===== config.mk =====
export PLATFORM = sky130hd
export DESIGN_NAME = absminmax_seq
export DESIGN_NICKNAME = d
export VERILOG_FILES = /design/src/rtl/absminmax_seq.sv
export SDC_FILE = /design/constraint.sdc
export NUM_CORES = 1
export LEC_CHECK = 0
export CORE_MARGIN = 2
export CORE_UTILIZATION = 50
export DETAILED_ROUTE_END_ITERATION = 7
export DONT_BUFFER_PORTS = 1
export PLACE_DENSITY_LB_ADDON = 0.1
export SETUP_SLACK_MARGIN = 0.15
export SLEW_MARGIN = 20
export SYNTH_ARGS = -nofsm -noshare
export SYNTH_HDL_FRONTEND = slang
export SYNTH_SLANG_ARGS = --single-unit

===== constraint.sdc =====
create_clock -name clk -period 2.1 [get_ports clk]
set_input_delay 0.42 -clock clk [delete_from_list [all_inputs] [get_ports clk]]
set_output_delay 0.42 -clock clk [all_outputs]
set_load 0.02 [all_outputs]

===== src/rtl/absminmax_seq.sv =====
// Command-driven sequencer for the shared 16-bit abs/min/max datapath.
// It folds a burst of streamed samples into a single accumulator and returns one result word.
module absminmax_seq #(
    parameter int LEN_W = 8
) (
    input  logic             clk,
    input  logic             rst_n,
    input  logic             cmd_valid,
    output logic             cmd_ready,
    input  logic [1:0]       cmd_op,
    input  logic [LEN_W-1:0] cmd_len,
    input  logic             s_valid,
    output logic             s_ready,
    input  logic [15:0]      s_data,
    output logic             r_valid,
    input  logic             r_ready,
    output logic [15:0]      r_data,
    output logic [LEN_W-1:0] r_count,
    output logic             r_err,
    output logic [15:0]      dp_a,
    output logic [15:0]      dp_b,
    output logic [1:0]       dp_c,
    input  logic [15:0]      dp_out
);

    typedef enum logic [1:0] {
        IDLE = 2'd0,
        RUN  = 2'd1,
        MAXC = 2'd2,
        DONE = 2'd3
    } state_t;

    localparam logic [1:0] OP_MAXABS = 2'b00;
    localparam logic [1:0] OP_MIN    = 2'b01;
    localparam logic [1:0] OP_MAX    = 2'b10;
    localparam logic [1:0] OP_RSVD   = 2'b11;

    localparam logic [LEN_W-1:0] LEN_ONE = LEN_W'(1);

    state_t           state;
    state_t           state_nxt;
    logic [15:0]      acc;
    logic [15:0]      tmp;
    logic [LEN_W-1:0] remaining;
    logic [1:0]       op;

    logic s_hs;
    logic last;
    logic cmd_hs;

    // Ready/valid strobes come from registered state only; s_valid never reaches s_ready.
    assign cmd_hs = (state == IDLE) && cmd_valid;
    assign s_hs   = (state == RUN) && s_valid;
    assign last   = (remaining == LEN_ONE);
    assign r_data = acc;

    // State register.
    // NOTE: sequential state uses non-blocking assignments so every flop samples pre-edge values.
    always_ff @(posedge clk or negedge rst_n) begin
        if (!rst_n) begin
            state <= IDLE;
        end else begin
            state <= state_nxt;
        end
    end

    // Next-state logic.
    // NOTE: every comb output gets a default first, so no path can infer a latch.
    always_comb begin
        state_nxt = state;
        case (state)
            IDLE: begin
                if (cmd_valid) begin
                    if (cmd_op == OP_RSVD || cmd_len == '0) begin
                        state_nxt = DONE;
                    end else begin
                        state_nxt = RUN;
                    end
                end
            end
            RUN: begin
                if (s_valid) begin
                    if (op == OP_MAXABS) begin
                        state_nxt = MAXC;
                    end else if (last) begin
                        state_nxt = DONE;
                    end
                end
            end
            MAXC: begin
                state_nxt = last ? DONE : RUN;
            end
            DONE: begin
                if (r_ready) begin
                    state_nxt = IDLE;
                end
            end
            default: state_nxt = IDLE;
        endcase
    end

    // Output decode: handshake strobes and datapath operand steering.
    always_comb begin
        cmd_ready = 1'b0;
        s_ready   = 1'b0;
        r_valid   = 1'b0;
        dp_a      = 16'h0000;
        dp_b      = 16'h0000;
        dp_c      = OP_RSVD;
        case (state)
            IDLE: begin
                cmd_ready = 1'b1;
            end
            RUN: begin
                s_ready = 1'b1;
                dp_a    = acc;
                dp_b    = s_data;
                dp_c    = (op == OP_MAXABS) ? OP_MAXABS : op;
            end
            MAXC: begin
                // Second half of a MAXABS step: compare stored |sample| against acc.
                dp_a = acc;
                dp_b = tmp;
                dp_c = OP_MAX;
            end
            DONE: begin
                r_valid = 1'b1;
            end
            default: begin
                cmd_ready = 1'b0;
            end
        endcase
    end

    // Accumulator, burst bookkeeping and result status.
    always_ff @(posedge clk or negedge rst_n) begin
        if (!rst_n) begin
            acc       <= 16'h0000;
            tmp       <= 16'h0000;
            remaining <= '0;
            r_count   <= '0;
            r_err     <= 1'b0;
            op        <= OP_MAXABS;
        end else begin
            if (cmd_hs) begin
                op      <= cmd_op;
                r_count <= '0;
                r_err   <= (cmd_op == OP_RSVD);
                acc     <= (cmd_op == OP_MIN) ? 16'hFFFF : 16'h0000;
                remaining <= (cmd_op == OP_RSVD) ? '0 : cmd_len;
            end else if (s_hs) begin
                r_count <= r_count + LEN_ONE;
                if (op == OP_MAXABS) begin
                    tmp <= dp_out;
                end else begin
                    acc       <= dp_out;
                    remaining <= remaining - LEN_ONE;
                end
            end else if (state == MAXC) begin
                acc       <= dp_out;
                remaining <= remaining - LEN_ONE;
            end
        end
    end

endmodule


* Word-level counts from Yosys, hierarchy flattened
Index checks and enable logic that the tools add are counted.
** Cells by class
- Equal/unequal tests :: 11
- Mux-type cells :: 27
- $add $sub $neg :: 2
- Reduce and logical (&&, ||, !) cells :: 12
- Bitwise operators :: 1
** Operator list (number)
- 2-to-1 mux 16 bit :: 6
- 2-to-1 mux 8 bit :: 7
- one-hot mux 16 bit (2 select lines) :: 1
- 2-to-1 mux 2 bit :: 8
- adder 8 x 1 -> 8 bit (second input constant) :: 1
- == test 8 x 1 -> 1 bit (second input constant) :: 1
- zero test 8 bit :: 1
- one-hot mux 2 bit (4 select lines) :: 1
- subtractor 8 x 1 -> 8 bit (second input constant) :: 1
- == test 2 bit (second input constant) :: 3
- inequality test 2 bit (second input constant) :: 3
- == test 2 x 1 -> 1 bit (second input constant) :: 2
- zero test 2 bit :: 2
- one-hot mux 2 bit (2 select lines) :: 1
- AND reduction 4 bit :: 1
- 2-to-1 mux 1 bit :: 3
- inequality test 3 x 2 -> 1 bit (second input constant) :: 1
- inequality test 3 bit (second input constant) :: 1
- AND reduction 3 bit :: 1
- nonzero test 3 bit :: 1
- logical AND 1 bit :: 2
- AND reduction 2 bit :: 1
- nonzero test 2 bit :: 1
- OR reduction 2 bit :: 1
- other kinds (2) :: 2
** Word-level totals
- Register bits :: 53

* Longest topological paths before layout
- Word-level depth :: 5
- Gate-level depth with buffers :: 7
- Depth with buffers taken out :: 6

* Worst setup path before layout
Ideal clock, no wire load.
- Kind :: reg-to-output
- Start :: reg state[0]
- End :: out dp_b[11]
- Data arrival time :: 1.663 ns
- Stages on the path, launching flop included :: 7
- Slack :: 0.017 ns
- Cells stage by stage :: dfrtp_1 inv_1 ha_1 clkbuf_1 clkbuf_1 a22oi_1 nor2b_1
** Between the ends
- Longest elaborated chain between the ends :: 2
- Elaborated cells between the ends (all ways) :: 3
- Classes of those cells :: eq/ne: 2; mux: 1
** Ends and longest elaborated chain
- start: declaration :: RTL line 40 : state_t state;
- start signal: assignment :: RTL line 63 : state <= state_nxt;
- == test 2 bit / == test 2 x 1 -> 1 bit (equally long branches) :: RTL line 110 : case (state)
- one-hot mux 16 bit (2 select lines) (*) :: RTL line 110
- end: declaration :: RTL line 21 : output logic [15:0] dp_b,
Mark *: on every way between the ends. The rest lies on a longest branch, timed or not.

* Worst setup path in the final report
- Start :: reg state[1]
- End :: out dp_b[0]
Same word-level chain as after synthesis.

==> metrics.md <==
| Metric | Value |
|---|---|
| Initial DRC count | `between 100 and 150` |
| Critical Path End | `dp_b[0]` |
| Worst setup startpoint | `state[1]$_DFFE_PN0P_` |
| Ys flop type | `dfrtp_1` |
| Rows | `27` |
| Clock Skews | `approximately 0.0075 ns` |
| Tcrit/Tclk final | `0.9329` |
| Worst-path cell chain | `inv_2 > ha_4 > buf_8 > a22oi_2 > nor2b_4` |
| RSZ-0062 raised after global routing | `yes` |
| Leak | `1.608 nW` |
| GRT Util Overall | `0.2243` |
| CP required | `1.68 ns` |
| Worst-Margin Slew | `between 0.6 and 0.7 ns` |
| Critical path class | `flop to primary output` |
| Residual DRC | `0` |
| Status | `finished, final reports clean` |
| DRT antenna net count | `0` |
| R2r setup slk | `0.25 ns` |
| Number of buffers created by CTS | `5` |
| EDFF count, synth | `0` |
| DR pass1 iterations | `6` |
| Largest net degree at the start of global routing | `54` |
| WP data arrival | `1.54 ns` |
| PwrDens | `1853 mW/mm^2` |
| Clk slew on worst S/H paths | `0.09 ns` |
| Yosys reg bits | `53` |
| Top delay family on crit path | `flip-flops` |
| CTS root buf | `clkbuf_8` |
| Syn_nets | `354` |
| Async SR Flop Fraction | `1.000` |
| Vias per cell | `5.779` |
| FF-to-FF End | `state[1]$_DFFE_PN0P_` |
| Internal | `about 3.7 mW` |
| GR Overflow Total | `0` |
| Vias in the first global route | `approximately 2200` |
| Syn. warnings | `0` |
| Crit Reg-Reg Startpoint | `state[1]$_DFFE_PN0P_` |
| Post-Place Cell Area | `0.003099 sq mm` |
| Fin cells | `about 390` |
| Die Area | `approximately 0.0064 sq mm` |
| Post-Route WL | `a little over 7 mm` |
| Layout cell share with drive strength beyond 1 | `0.3271` |
| Cells after synthesis | `299` |
| Sequential group share of total power | `0.304` |
| CP Buf/Inv Count | `2` |
| WL/cell | `18.06 microns` |
| Clock power share | `0.084` |
| Sw Share | `0.4493` |
| Tmin final | `1.959 ns` |
| Setup violations, final | `0` |
| Starting Density | `0.5235` |
| Clk_lat worst skew | `between 0.3 and 0.4 ns` |
| Routability congestion estimate from global placement | `0.8001` |
| CTS Sinks | `53` |
| First-pass GRT wire length | `11.16 mm` |
| Port bufs | `0` |
| Die Wd | `between 80 and 90 microns` |
| Chip Height | `80.16 microns` |
| Register area share after synthesis | `0.4573` |
| Worst-path maximum fanout | `11` |
| Placed cells | `373` |
| Crit end category | `primary output` |
| Nature of the critical path startpoint | `flop` |
| Finished Core Util | `0.6599` |
| Pre-CTS setup slack | `0.2120 ns` |
| Combinational power share | `0.612` |
| Nets@finish | `375` |
| Antenna violations before repair | `0` |
| Worst setup margin | `0.1409 ns` |
| Setup_tns | `0 ns` |
| CORE AREA | `0.005540 sq mm` |
| Largest stage delay, worst path | `0.44 ns` |
| CTS Buffer Depth | `2` |
| Psw | `3.043 mW` |
| Num ports | `between 100 and 150` |
| Area delta synth->final | `26.06%` |
| Hold path startpoint | `cmd_op[1]` |
| Diode count | `0` |
| Synth Area per Inst | `9.700 sq um` |
| CTS tree | `yes` |
| Critical Path Slowest Stage Cell | `dfrtp_1` |
| Hold crit path type | `primary input to flop` |
| Number of fill cells | `434` |
| Slew Viols, Final | `0` |
| Total count of hold-check failures in the final report | `0` |
| Max Freq | `510.4 MHz` |
| Maximum vdd drop | `900.0 uV` |
| Max transition margin | `0.5682` |
| Post-Syn Area | `0.002900 sq mm` |
| Routed via count | `roughly 2300` |
| Reg2reg path depth | `7` |
| Count of different cell masters after synthesis | `45` |
| Max-cap check violation count | `0` |
| Worst path depth | `5` |
| Finished Cell Area | `~0.0037 sq mm` |
| CTS HTree Levels | `2` |
| Post-DP HPWL | `4.819 mm` |
-- placed cells by master, fill, tap and decap left out, types with 3 or more instances in the layout --
cell type	Yosys	layout
dfrtp_1	53	53
nand2_1	31	31
o21ai_1	27	27
a21oi_1	24	24
buf_4	2	20
a22oi_2	0	16
nor2b_4	0	16
and2_4	0	16
nor2_1	16	16
mux2_4	10	10
mux2_1	7	7
xor2_1	6	6
inv_1	7	5
ha_1	8	5
clkbuf_8	0	5
nand4_1	4	4
a21o_1	3	3
nor4_1	3	3
ha_4	0	3
buf_8	0	3
buf_12	0	3
-- synthesized netlist by cell type (all sizes together), types with 3 or more instances --
cell    instances  area share
clkbuf          9       0.012
a22oi          18       0.047
nor2           16       0.021
dfrtp          53        0.46
nand4           4      0.0086
xor2            6       0.018
o21ai          30       0.052
inv             7      0.0091
mux2           17       0.079
nor2b          16       0.035
and2           18       0.039
a21oi          25       0.044
a21o            3      0.0078
buf             9       0.019
nand2          32       0.042
nor4            3      0.0065
ha              8       0.035
-- flip-flops by register name (all words and copies together) (netlist names) --
register,cells
state,2
remaining,8
r_count,8
r_err,1
r_data,16
tmp,16
op,2
-- power by group through the flow --
stage          Clock (mW)  Combinational, mW  Sequential [mW]
6_report            0.571               4.14             2.06
5_1_grt             0.635               4.50             2.12
4_1_cts             0.582               3.71             2.04
3_5_place_dp            0               3.05             2.03
3_3_place_gp            0               3.00             2.03
2_1_floorplan           0               2.46             1.93
-- metal layers --
layer | GRT usage | share of wire | up-vias
met1 | 0.3012 | 0.44 | 1065
met3 | 0.06742 | 0.079 | 11
met5 | 0 | 0 | -
li1 | - | - | 1099
met4 | 0.06441 | 0.015 | 0
met2 | 0.3508 | 0.47 | 96
-- metrics by stage --
stage	hold slack [ns]	total power, mW
2_1_floorplan	0.1244	4.390
3_3_place_gp	0.1255	5.029
3_5_place_dp	0.1256	5.086
4_1_cts	0.2099	6.336
5_1_grt	0.1984	7.254
6_report	0.2194	6.773
-- how the worst min path moves through the flow --
stage | endpoint | slack [ns] | cells after the start
CTS | op[1]$_DFFE_PN0P_ | 0.21 | 2
global route | op[1]$_DFFE_PN0P_ | 0.20 | 2
floorplan | op[0]$_DFFE_PN0P_ | 0.12 | 0
global placement | r_count[3]$_DFFE_PN0P_ | 0.13 | 0
finish | op[1]$_DFFE_PN0P_ | 0.22 | 2
detailed placement | r_count[5]$_DFFE_PN0P_ | 0.13 | 0
-- final cells by class --
cell class	count	area (sq um)	share of cell area
clock inverters	1	7.507	0.002053
well taps	72	90.09	0.02464
multi-input cells	221	1748	0.4781
flip-flops and latches	53	1326	0.3628
inverters	7	26.28	0.007187
repair buffers	32	381.6	0.1044
clock buffers	7	76.32	0.02088
-- cells by family after synthesis --
logic type,Yosys count,share of synthesized area
compound gates,85,0.1739
xor+xnor,7,0.02114
flops,53,0.4573
simple gates,103,0.1911
buf+inv,25,0.03969
fa+ha+maj,8,0.03451
mux,18,0.08240
-- timing repair --
action / 4_1_cts / 5_1_grt
gates cloned: 1 / 2
hold endpoints to repair: 53 / 0
resized for setup: 61 / 26
endpoints found under the setup margin: 34 / 34
hold buffers: 2 / 0
setup buffers: 4 / 3
pin swaps: 1 / 3
Note: power is estimated with default switching activity, not from simulation.
